### src/rtl/time_alarm_editor_pkg.sv
// Shared constants for the time/alarm editor: FSM encoding, button indices, field widths.
// Pure declarations; no logic, no latency.
package time_alarm_pkg;

   typedef logic [1:0] state_t;

   localparam state_t ST_IDLE   = 2'd0;
   localparam state_t ST_EDIT   = 2'd1;
   localparam state_t ST_COMMIT = 2'd2;

   localparam int MIN_MODULO = 60;

   localparam int BTN_ENTER = 0;
   localparam int BTN_LEFT  = 1;
   localparam int BTN_RIGHT = 2;
   localparam int BTN_UP    = 3;
   localparam int BTN_DOWN  = 4;

   function automatic int sel_width(input int num_alarms);
      return $clog2(2 * (num_alarms + 1));
   endfunction

endpackage

### src/rtl/time_alarm_editor_if.sv
// Button/register-side bundle of the time/alarm editor; slave = editor, master = surroundings.
// Wires only; buttons are levels, so there is no backpressure.
interface time_alarm_editor_if #(
   parameter int NUM_ALARMS = 2
) ();
   localparam int NUM_CH = NUM_ALARMS + 1;
   localparam int SEL_W  = time_alarm_pkg::sel_width(NUM_ALARMS);

   logic [4:0]          buttons;
   logic [5*NUM_CH-1:0] in_hours;
   logic [6*NUM_CH-1:0] in_minutes;
   logic [5*NUM_CH-1:0] out_hours;
   logic [6*NUM_CH-1:0] out_minutes;
   logic                commit;
   logic [NUM_CH-1:0]   commit_mask;
   logic                editing;
   logic [SEL_W-1:0]    field_sel;
   logic [3:0]          sel_units;
   logic [2:0]          sel_tens;
   logic [2*NUM_CH-1:0] led;

   modport slave (
      input  buttons, in_hours, in_minutes,
      output out_hours, out_minutes, commit, commit_mask, editing,
             field_sel, sel_units, sel_tens, led
   );

   modport master (
      output buttons, in_hours, in_minutes,
      input  out_hours, out_minutes, commit, commit_mask, editing,
             field_sel, sel_units, sel_tens, led
   );
endinterface

### src/rtl/time_alarm_editor_field_step_counter.sv
// Modulo-MODULO +/-1 step with wrap; an out-of-range value snaps to 0 on any step.
// Combinational, zero latency; up and down together leave the value unchanged.
module field_step_counter #(
   parameter int MODULO = 60,
   parameter int WIDTH  = 6
) (
   input  logic [WIDTH-1:0] value,
   input  logic             up,
   input  logic             down,
   output logic [WIDTH-1:0] next
);
   localparam logic [WIDTH-1:0] MAXV = WIDTH'(MODULO - 1);

   always_comb begin
      next = value;
      if (up != down) begin
         if (value > MAXV)
            next = '0;
         else if (up)
            next = (value == MAXV) ? '0 : value + WIDTH'(1);
         else
            next = (value == '0) ? MAXV : value - WIDTH'(1);
      end
   end
endmodule

### src/rtl/time_alarm_editor.sv
// Time/alarm field editor with shadow registers and a one-cycle commit strobe + change mask.
// Buttons act on the edge that first samples them high; AUTO_REPEAT_EN adds hold-to-repeat.
module time_alarm_editor
   import time_alarm_pkg::*;
#(
   parameter int NUM_ALARMS    = 2,
   parameter int HOUR_MODULO   = 24,
   parameter int REPEAT_DELAY  = 50,
   parameter int REPEAT_PERIOD = 10,
   parameter int IDLE_TIMEOUT  = 1000
) (
   input  logic           clk,
   input  logic           rst,
   time_alarm_editor_if.slave bus
);
   localparam int NUM_CH     = NUM_ALARMS + 1;
   localparam int NUM_FIELDS = 2 * NUM_CH;
   localparam int SEL_W      = sel_width(NUM_ALARMS);
   localparam int TO_W       = (IDLE_TIMEOUT > 1) ? $clog2(IDLE_TIMEOUT) : 1;
   localparam logic [SEL_W-1:0] LAST_FIELD = SEL_W'(NUM_FIELDS - 1);
   localparam logic [TO_W-1:0]  TO_LAST    = TO_W'(IDLE_TIMEOUT - 1);

   state_t           state;
   logic [4:0]       btn_prev, rise;
   logic [SEL_W-1:0] field_sel, sel_ch;
   logic [TO_W-1:0]  to_cnt;
   logic [4:0]       sh_hours [NUM_CH];
   logic [5:0]       sh_mins  [NUM_CH];
   logic [4:0]       snap_hours [NUM_CH];
   logic [5:0]       snap_mins  [NUM_CH];
   logic             enter_rise, edit_act, move_l, move_r, step_up, step_dn, timeout;
   logic [4:0]       sel_hr, next_hr;
   logic [5:0]       sel_mn, next_mn, sel_val;
   logic [5*NUM_CH-1:0] hours_flat;
   logic [6*NUM_CH-1:0] mins_flat;
   logic [NUM_CH-1:0]   mask;

   assign rise       = bus.buttons & ~btn_prev;
   assign enter_rise = rise[BTN_ENTER];
   // enter wins over every other button in the same cycle
   assign edit_act   = (state == ST_EDIT) && !enter_rise;
   assign move_l     = edit_act && rise[BTN_LEFT] && !rise[BTN_RIGHT];
   assign move_r     = edit_act && rise[BTN_RIGHT] && !rise[BTN_LEFT];
   assign timeout    = (IDLE_TIMEOUT != 0) && (state == ST_EDIT) && (rise == '0) && (to_cnt == TO_LAST);

`ifdef AUTO_REPEAT_EN
   localparam int RPT_W = $clog2(REPEAT_DELAY + 1);
   localparam logic [RPT_W-1:0] RPT_FIRE   = RPT_W'(REPEAT_DELAY);
   localparam logic [RPT_W-1:0] RPT_RELOAD = RPT_W'(REPEAT_DELAY - REPEAT_PERIOD + 1);

   logic [RPT_W-1:0] rpt_cnt;
   logic             rpt_clr, rpt_fire;

   // rpt_cnt holds edges since the press (0 = not armed); firing rewinds it by one period
   assign rpt_clr  = !edit_act || (bus.buttons[BTN_UP] == bus.buttons[BTN_DOWN]) || move_l || move_r;
   assign rpt_fire = !rpt_clr && (rpt_cnt == RPT_FIRE);
   assign step_up  = edit_act && (rise[BTN_UP] || (rpt_fire && bus.buttons[BTN_UP]));
   assign step_dn  = edit_act && (rise[BTN_DOWN] || (rpt_fire && bus.buttons[BTN_DOWN]));

   always_ff @(posedge clk or negedge rst) begin
      if (!rst)                                rpt_cnt <= '0;
      else if (rpt_clr)                        rpt_cnt <= '0;
      else if (rise[BTN_UP] || rise[BTN_DOWN]) rpt_cnt <= RPT_W'(1);
      else if (rpt_fire)                       rpt_cnt <= RPT_RELOAD;
      else if (rpt_cnt != '0)                  rpt_cnt <= rpt_cnt + RPT_W'(1);
   end
`else
   logic unused_rpt;
   assign unused_rpt = ^{REPEAT_DELAY[0], REPEAT_PERIOD[0]};
   assign step_up    = edit_act && rise[BTN_UP];
   assign step_dn    = edit_act && rise[BTN_DOWN];
`endif

   assign sel_ch = field_sel >> 1;

   always_comb begin
      sel_hr = '0;
      sel_mn = '0;
      for (int c = 0; c < NUM_CH; c++) begin
         if (SEL_W'(c) == sel_ch) begin
            sel_hr = sh_hours[c];
            sel_mn = sh_mins[c];
         end
      end
   end

   field_step_counter #(.MODULO(HOUR_MODULO), .WIDTH(5)) u_hour_step (
      .value(sel_hr), .up(step_up), .down(step_dn), .next(next_hr)
   );
   field_step_counter #(.MODULO(MIN_MODULO), .WIDTH(6)) u_min_step (
      .value(sel_mn), .up(step_up), .down(step_dn), .next(next_mn)
   );

   always_ff @(posedge clk or negedge rst) begin
      if (!rst) begin
         state     <= ST_IDLE;
         field_sel <= '0;
         btn_prev  <= '0;
         to_cnt    <= '0;
      end else begin
         btn_prev <= bus.buttons;
         to_cnt   <= (state != ST_EDIT || rise != '0) ? '0 : to_cnt + TO_W'(1);
         case (state)
            ST_IDLE: if (enter_rise) begin
               state     <= ST_EDIT;
               field_sel <= '0;
            end
            ST_EDIT: begin
               if (enter_rise)  state     <= ST_COMMIT;
               else if (timeout) state    <= ST_IDLE;
               if (move_r)      field_sel <= (field_sel == LAST_FIELD) ? '0 : field_sel + SEL_W'(1);
               else if (move_l) field_sel <= (field_sel == '0) ? LAST_FIELD : field_sel - SEL_W'(1);
            end
            default: state <= ST_IDLE;
         endcase
      end
   end

   always_ff @(posedge clk or negedge rst) begin
      if (!rst) begin
         for (int c = 0; c < NUM_CH; c++) begin
            sh_hours[c]   <= '0;
            sh_mins[c]    <= '0;
            snap_hours[c] <= '0;
            snap_mins[c]  <= '0;
         end
      end else if (state == ST_IDLE) begin
         for (int c = 0; c < NUM_CH; c++) begin
            sh_hours[c] <= bus.in_hours[5*c +: 5];
            sh_mins[c]  <= bus.in_minutes[6*c +: 6];
            if (enter_rise) begin
               snap_hours[c] <= bus.in_hours[5*c +: 5];
               snap_mins[c]  <= bus.in_minutes[6*c +: 6];
            end
         end
      end else if (step_up || step_dn) begin
         for (int c = 0; c < NUM_CH; c++) begin
            if (SEL_W'(c) == sel_ch) begin
               if (field_sel[0]) sh_mins[c]  <= next_mn;
               else              sh_hours[c] <= next_hr;
            end
         end
      end
   end

   always_comb begin
      hours_flat = '0;
      mins_flat  = '0;
      mask       = '0;
      for (int c = 0; c < NUM_CH; c++) begin
         hours_flat[5*c +: 5] = sh_hours[c];
         mins_flat[6*c +: 6]  = sh_mins[c];
         mask[c] = (state == ST_COMMIT) &&
                   ((sh_hours[c] != snap_hours[c]) || (sh_mins[c] != snap_mins[c]));
      end
   end

   assign sel_val         = field_sel[0] ? sel_mn : {1'b0, sel_hr};
   assign bus.out_hours   = hours_flat;
   assign bus.out_minutes = mins_flat;
   assign bus.commit      = (state == ST_COMMIT);
   assign bus.commit_mask = mask;
   assign bus.editing     = (state == ST_EDIT);
   assign bus.field_sel   = field_sel;
   assign bus.led         = (state == ST_EDIT) ? (NUM_FIELDS'(1) << field_sel) : '0;
   assign bus.sel_tens    = 3'(sel_val / 6'd10);
   assign bus.sel_units   = 4'(sel_val % 6'd10);
endmodule

### src/flat_wrapper.sv
// flat-port wrapper written by rule: the top's interface ports become plain ports
module time_alarm_editor_flat import time_alarm_pkg::*;
#(
   parameter int NUM_ALARMS    = 2,
   parameter int HOUR_MODULO   = 24,
   parameter int REPEAT_DELAY  = 50,
   parameter int REPEAT_PERIOD = 10,
   parameter int IDLE_TIMEOUT  = 1000
)
  (clk, rst, bus_buttons, bus_in_hours, bus_in_minutes, bus_out_hours, bus_out_minutes, bus_commit, bus_commit_mask, bus_editing, bus_field_sel, bus_sel_units, bus_sel_tens, bus_led);
  time_alarm_editor_if #(.NUM_ALARMS(NUM_ALARMS)) bus_i ();
  input  logic clk;
  input  logic rst;
  input wire logic [$bits(bus_i.buttons)-1:0] bus_buttons;
  input wire logic [$bits(bus_i.in_hours)-1:0] bus_in_hours;
  input wire logic [$bits(bus_i.in_minutes)-1:0] bus_in_minutes;
  output wire logic [$bits(bus_i.out_hours)-1:0] bus_out_hours;
  output wire logic [$bits(bus_i.out_minutes)-1:0] bus_out_minutes;
  output wire logic [$bits(bus_i.commit)-1:0] bus_commit;
  output wire logic [$bits(bus_i.commit_mask)-1:0] bus_commit_mask;
  output wire logic [$bits(bus_i.editing)-1:0] bus_editing;
  output wire logic [$bits(bus_i.field_sel)-1:0] bus_field_sel;
  output wire logic [$bits(bus_i.sel_units)-1:0] bus_sel_units;
  output wire logic [$bits(bus_i.sel_tens)-1:0] bus_sel_tens;
  output wire logic [$bits(bus_i.led)-1:0] bus_led;
  assign bus_i.buttons = bus_buttons;
  assign bus_i.in_hours = bus_in_hours;
  assign bus_i.in_minutes = bus_in_minutes;
  assign bus_out_hours = bus_i.out_hours;
  assign bus_out_minutes = bus_i.out_minutes;
  assign bus_commit = bus_i.commit;
  assign bus_commit_mask = bus_i.commit_mask;
  assign bus_editing = bus_i.editing;
  assign bus_field_sel = bus_i.field_sel;
  assign bus_sel_units = bus_i.sel_units;
  assign bus_sel_tens = bus_i.sel_tens;
  assign bus_led = bus_i.led;
  time_alarm_editor #(.NUM_ALARMS(NUM_ALARMS), .HOUR_MODULO(HOUR_MODULO), .REPEAT_DELAY(REPEAT_DELAY), .REPEAT_PERIOD(REPEAT_PERIOD), .IDLE_TIMEOUT(IDLE_TIMEOUT)) u_core (.clk(clk), .rst(rst), .bus(bus_i));
endmodule
### config.mk
export PLATFORM = sky130hd
export DESIGN_NAME = time_alarm_editor_flat
export DESIGN_NICKNAME = d
export VERILOG_FILES = /design/src/rtl/time_alarm_editor_pkg.sv /design/src/rtl/time_alarm_editor_if.sv /design/src/rtl/time_alarm_editor_field_step_counter.sv /design/src/rtl/time_alarm_editor.sv /design/src/flat_wrapper.sv
export SDC_FILE = /design/constraint.sdc
export NUM_CORES = 1
export LEC_CHECK = 0
export BUFFER_PORTS_ARGS = -buffer_cell sky130_fd_sc_hd__buf_4
export CORE_ASPECT_RATIO = 1.4
export CORE_MARGIN = 5
export CORE_UTILIZATION = 40
export DETAILED_ROUTE_END_ITERATION = 7
export PLACE_DENSITY = 0.63
export SLEW_MARGIN = 20
export SYNTH_ARGS = -nofsm -noshare
export SYNTH_HDL_FRONTEND = slang
export SYNTH_HIERARCHICAL = 1
export SYNTH_SLANG_ARGS = --single-unit
### constraint.sdc
create_clock -name clk -period 7.41 [get_ports clk]
set_input_delay 1.1115 -clock clk [delete_from_list [all_inputs] [get_ports clk]]
set_output_delay 1.1115 -clock clk [all_outputs]
set_load 0.01 [all_outputs]
==> impl_metrics.csv, run 1 <==
group,metric,value,unit
run_status,status,"finished, final reports clean",
timing,drv_slew,0,
timing,fin_skew,0.00627,ns
layout,diodes,0,
synthesis,synth-compound-area-share,19.1,%
timing,hold_viol,0,
critical_path,cp.required,6.30,ns
floorplan,coreArea,13800,µm²
drt,ant_nets,0,
global_route,grt_pass1_vias,4788,
synthesis,seq_area_frac_synth,38.4,%
placement,routabilityCongestion,0.900,
run,max_cap_violations,0,
layout,final_nets,729,
cts,htree_levels,3,
synthesis,synth_top_family_by_area,"compound AO/OA/AOI/OAI gates",
critical_path,slowest_delay,0.59,ns
timing,fmax,194,MHz
drt,finalWirelength,15.7,mm
power,p_leak,2.93,nW
global_route,overflow,0,
layout,final_common_cell,"buf_4",
synthesis,synthesis.area,5610,µm²
cts,clk-insertion-delay-late,0.34,ns
timing,final.min_clock_period,5.16,ns
placement,place_area,6390,µm²
floorplan,num_rows,51,
drt,firstDrtPassIters,5,
synthesis,ys_types,78,
layout,area_growth,20.0,%
cts,cts_tree,"done",
layout,final_cell_mix,"100 x buf_4, 86 x dfrtp_1, 72 x a21oi_1",
drt,drc,0,
floorplan,io-pin-count,94,
critical_path,start_kind,"register",
global_route,track_usage,19.8,%
layout,multi_input_area,3180,µm²
synthesis,ys_ff_latch,86,
critical_path,crit_slowest_cell,"nor2b_1",
synthesis,syn_inst,596,
drt,via_count,4805,
timing,min_period_over_period,69.6,%
synthesis,synthAdderAreaFrac,2.90,%
synthesis,yosys.area_share.simple,17.0,%
global_route,antenna_found_initial,0,
layout,register_area,2150,µm²
layout,final_area,6730,µm²
synthesis,synth_ff_type,"dfrtp_1",
drt,wl_per_cell,18.1,µm
drt,drt_iter0_markers,282,
cts,clk_pin_slew,0.06,ns
worst_hold_path,hp-class,"register to register",
critical_path,crit_fanout,28,
floorplan,initial_utilization,40.5,%
cts,hold_buffers,0,
power,vdd.ir_drop.worst,0.000473,V
synthesis,synth_nets,649,
worst_hold_path,hold_start,"u_core/to_cnt[0]",
synthesis,synth_edf_count,0,
timing,worst_slew_pin_slew,1.07,ns
drt,routed_via_density,5.55,
timing,rsz0062_at_grt,"false",
power,power_density,504,nW/µm²
synthesis,avgSynthCellArea,9.41,µm²
critical_path,regToRegStartpoint,"u_core/bus.field_sel[1]",
critical_path,crit_path_start,"u_core/bus.field_sel[1]",
critical_path,cp-end-kind,"primary output",
cts,postCtsSetupRepairBufs,0,
placement,post-dp-hpwl,11.9,mm
cts,post_cts_resized,0,
floorplan,die-height,150,µm
layout,fillers,1310,
cts,clock-sinks,86,
critical_path,cp_cell_sequence,"buf_4 > nor2b_1 > o2bb2ai_1 > a211o_1 > and2_1 > inv_1 > ha_1 > a221oi_2 > o21ai_4 > xnor2_1 > ha_1 > or2b_1 > a2bb2oi_1 > buf_4",
timing,finalSetupViolCount,0,
global_route,grt_pass1_wl,25.3,mm
timing,max-slew-margin-rel,28.4,%
floorplan,dieArea,16500,µm²
global_route,grt_max_degree,79,
layout,drive_above_1_share,22.8,%
power,p_total,3.39,mW
placement,portBuffers,93,
synthesis,synthXorXnorAreaFrac,6.72,%
synthesis,ys_async_sr_fraction,100,%
timing,setup_tns,0,ns
critical_path,worst_ep_arrival_time,4.05,ns
cts,root_buffer,"clkbuf_16",
cts,cts.path.max_buffers,2,
synthesis,yosys_warnings,6,
cts,cts_buffers,9,
critical_path,crit_type,"register to primary output",
floorplan,die_w,110,µm
synthesis,muxShareOfSynthArea,10.7,%
==> worst paths after layout <==
| kind | depth (start not counted) | endpoint | slack (ns) |
|---|---|---|---|
| max reg2reg | 13 | u_core/bus.out_minutes[16] | 3.95 |
| max in group asynchronous | 2 | u_core/bus.out_minutes[16] | 5.91 |
| min in group asynchronous | 1 | u_core/to_cnt[7] | 0.58 |
| min reg2reg | 1 | u_core/to_cnt[0] | 0.49 |
| max | 14 | bus_sel_units[3] | 2.25 |
| min | 1 | u_core/to_cnt[0] | 0.49 |
==> logic make-up after synthesis <==
kind of cell,Yosys count
xor gates and xnor gates,43
adders and majority gates,13
AOI/OAI and AO/OA,172
and+or+nand+nor,179
muxes,53
DFF,86
buffers and inverters,50
==> per-stage QoR <==
stage / cells / setup WS (ns) / utilization (%) / hold slack [ns]
floorplan: 596 / 3.35 / - / 0.455
global placement: 850 / 2.78 / 46.1 / 0.473
detailed placement: 850 / 2.63 / 46.1 / 0.484
CTS: 866 / 2.24 / 48.5 / 0.493
global route: 866 / 1.94 / 48.6 / 0.521
finish: 866 / 2.25 / 48.6 / 0.489
==> power by group <==
group / switching [mW] / internal (mW) / total (mW) / leakage, nW
Combinational: 1.14 / 0.906 / 2.04 / 1.72
Clock: 0.183 / 0.313 / 0.497 / 0.162
Sequential: 0.212 / 0.637 / 0.849 / 1.05
==> synth_stat cells (5+ instances only) <==
library cell | n | area share, %
mux2i_1 | 16 | 2.9
a21oi_1 | 72 | 6.4
nor2_1 | 34 | 2.3
o21ai_1 | 12 | 1.1
nor3_1 | 10 | 0.89
a31oi_1 | 12 | 1.3
dfrtp_1 | 86 | 38
ha_1 | 13 | 2.9
mux2_2 | 9 | 1.8
o2bb2ai_1 | 7 | 1.1
nor4_1 | 9 | 1.0
clkbuf_1 | 16 | 1.1
inv_1 | 15 | 1.0
mux2_1 | 25 | 5.0
and2_1 | 6 | 0.67
xor2_1 | 37 | 5.8
nand2_1 | 41 | 2.7
buf_6 | 7 | 1.4
xnor2_1 | 6 | 0.94
nor2b_1 | 18 | 2.0
and3_1 | 5 | 0.56
nand3_1 | 12 | 1.1
o21ai_0 | 32 | 2.9
nand2b_1 | 13 | 1.5
==> cell type report <==
| type | instances | share of cell area (%) |
|---|---|---|
| multi-input cells | 460 | 47.3 |
| flip-flops and latches | 86 | 32.0 |
| repair buffers | 101 | 11.3 |
| clock buffers | 11 | 3.76 |
| well taps | 185 | 3.44 |
| clock inverters | 5 | 1.21 |
| inverters | 18 | 1.00 |
==> per-layer routing <==
| metal | GRT usage [%] | routed length (µm) | vias to the layer above |
|---|---|---|---|
| met5 | 0 | 0 | - |
| li1 | - | - | 2300 |
| met3 | 2.98 | 717 | 29 |
| met1 | 25.9 | 6560 | 2324 |
| met4 | 8.11 | 516 | 0 |
| met2 | 32.4 | 7880 | 152 |
==> registers in the layout, summed over array words and instances (netlist names) <==
register                cells
u_core/to_cnt              10
u_core/btn_prev             5
u_core/snap_hours          15
u_core/bus.out_minutes     18
u_core/bus.out_hours       15
u_core/state                2
u_core/snap_mins           18
u_core/bus.field_sel        3
==> worst max-delay path: cells and delay by family, from the launching register on <==
| kind | cells | cell delay (ns) |
|---|---|---|
| AO/OA/AOI/OAI | 5 | 1.30 |
| XOR/XNOR | 1 | 0.16 |
| adder cells (fa/ha/maj) | 2 | 0.40 |
| buffers and inverters | 3 | 0.50 |
| flip-flops | 1 | 0.32 |
| AND/OR/NAND/NOR | 3 | 1.01 |
(Power assumes the default switching activity.)
==> run 2: changes to the inputs <==
==> constraint.sdc (replaced) <==
create_clock -name clk -period 4.91 [get_ports clk]
set_input_delay 0.7365 -clock clk [delete_from_list [all_inputs] [get_ports clk]]
set_output_delay 0.7365 -clock clk [all_outputs]
set_load 0.01 [all_outputs]
==> run 2 against run 1 <==
Compared with the run above: power is 48% higher; flip-flop and latch count stayed put; clock power is 20% higher; critical endpoint unchanged; hold slack worse by 0.23 ns; die area stayed put; sequential share of layout area is 0.29 points higher; clock skew is 0.0015 ns higher; final area is 0.89% lower; highest routed layer unchanged; setup slack worse by 1.9 ns; final cell count stayed put.
==> impl_metrics.csv, run 2 (same netlist as run 1, synthesis figures left out) <==
group,metric,value,unit
critical_path,slowest_delay,0.67,ns
power,power_frac_clock,11.9,%
floorplan,initial_utilization,40.5,%
layout,final_area,6670,µm²
cts,htree_levels,3,
run,max_cap_violations,0,
worst_hold_path,hp-class,"primary input to asynchronous set/reset pin",
floorplan,num_rows,51,
critical_path,crit_fanout,14,
timing,timing.hold.ws,0.262,ns
layout,area_growth,19.0,%
timing,hold_viol,0,
placement,post-dp-hpwl,12.0,mm
cts,cts_buffers,9,
critical_path,r2r-end,"u_core/bus.out_hours[10]",
layout,diodes,0,
power,comb_power_share,62.2,%
timing,worst_slew_pin_slew,0.876,ns
critical_path,cp.required,4.17,ns
global_route,grt_max_degree,71,
power,vdd.ir_drop.worst,0.000991,V
placement,portBuffers,93,
critical_path,critical_path_buf_inv_count,2,
timing,final.min_clock_period,4.55,ns
critical_path,crit_slowest_cell,"o2bb2ai_1",
floorplan,io-pin-count,94,
floorplan,coreArea,13800,µm²
drt,wl_per_cell,18.2,µm
timing,min_period_over_period,92.7,%
power,p_leak,2.91,nW
cts,clk-insertion-delay-late,0.33,ns
timing,fmax,220,MHz
critical_path,crit_path_start,"u_core/bus.field_sel[2]",
global_route,grt_pass1_vias,4822,
timing,finalSetupViolCount,0,
power,p_int,2.69,mW
global_route,track_usage,19.7,%
timing,rsz0062_at_grt,"false",
power,p_total,5.01,mW
cts,hold_buffers,0,
drt,drc,0,
placement,routabilityCongestion,0.887,
global_route,overflow,0,
floorplan,dieArea,16500,µm²
critical_path,cp-end-kind,"primary output",
drt,firstDrtPassIters,5,
critical_path,path_delay_family,"compound AO/OA/AOI/OAI gates",
run_status,status,"finished, final reports clean",
timing,setup_tns,0,ns
layout,final_cell_mix,"103 x buf_4, 86 x dfrtp_1, 71 x a21oi_1",
power,power_density,751,nW/µm²
cts,clock-sinks,86,
cts,cts.path.max_buffers,2,
cts,clk_pin_slew,0.06,ns
critical_path,r2r_slack,1.40,ns
drt,routed_via_density,5.59,
power,switching_share,46.2,%
timing,fin_skew,0.00776,ns
floorplan,die-height,150,µm
cts,cts_tree,"done",
critical_path,crit_type,"register to primary output",
layout,final_nets,731,
global_route,antenna_found_initial,0,
layout,fin_util,48.2,%
placement,place_area,6400,µm²
timing,max-slew-margin-rel,41.4,%
drt,drt_iter0_markers,269,
critical_path,regToRegStartpoint,"u_core/bus.field_sel[2]",
power,p_seq_share,25.9,%
drt,via_count,4840,
critical_path,worst_ep_arrival_time,3.82,ns
floorplan,die_w,110,µm
critical_path,start_kind,"register",
drt,finalWirelength,15.7,mm
cts,root_buffer,"clkbuf_16",
timing,drv_slew,0,
power,p_sw,2.31,mW
drt,ant_nets,0,
critical_path,reg2reg_depth,11,
layout,final_common_cell,"buf_4",
layout,fillers,1302,
critical_path,cp_cell_sequence,"buf_4 > mux2i_1 > o2bb2ai_1 > mux2_2 > ha_1 > a221oi_2 > o21ai_4 > xnor2_1 > ha_1 > or2b_1 > a2bb2oi_1 > buf_4",
layout,drive_above_1_share,22.8,%
global_route,grt_pass1_wl,25.2,mm
[run 2: through the flow]
step | std cells | worst slack [ns]
finish | 866 | 0.358
global route | 866 | 0.0542
CTS | 866 | 0.291
detailed placement | 852 | 0.662
global placement | 852 | 0.797
floorplan | 596 | 1.22
[run 2: power groups by stage]
stage | sequential, mW | clock, mW | combinational [mW]
2_1_floorplan | 1.24 | 0 | 2.15
3_3_place_gp | 1.30 | 0 | 3.01
3_5_place_dp | 1.31 | 0 | 3.09
4_1_cts | 1.29 | 0.614 | 3.11
5_1_grt | 1.33 | 0.639 | 3.44
6_report | 1.30 | 0.598 | 3.11
[run 2: worst max-delay path by stage]
stage / end / slack (ns) / cells past startpoint
final: bus_sel_units[3] / 0.36 / 12
after global routing: bus_sel_units[3] / 0.05 / 12
after CTS: bus_sel_units[3] / 0.29 / 13
after detailed placement: bus_sel_units[3] / 0.66 / 13
after global placement: bus_sel_units[3] / 0.80 / 13
after floorplan: bus_sel_units[3] / 1.22 / 11
[run 2: final cells by class]
type | count | area [µm²] | area share [%]
multi-input cells | 460 | 3190 | 47.8
flip-flops and latches | 86 | 2150 | 32.3
repair buffers | 103 | 773 | 11.6
clock buffers | 12 | 246 | 3.70
well taps | 185 | 231 | 3.47
inverters | 18 | 67.6 | 1.01
clock inverters | 2 | 10.0 | 0.150
[run 2: repair_timing]
| item | in CTS | in global routing |
|---|---|---|
| setup endpoints to repair | 0 | 1 |
| resized for setup | 0 | 1 |
| setup buffers | 0 | 0 |
[run 2: per-layer routing]
layer / track usage (%) / routed length [µm] / vias up
met3: 2.24 / 764 / 16
li1: - / - / 2302
met2: 33.2 / 8090 / 166
met1: 26.0 / 6580 / 2356
met5: 0 / 0 / -
met4: 6.61 / 293 / 0
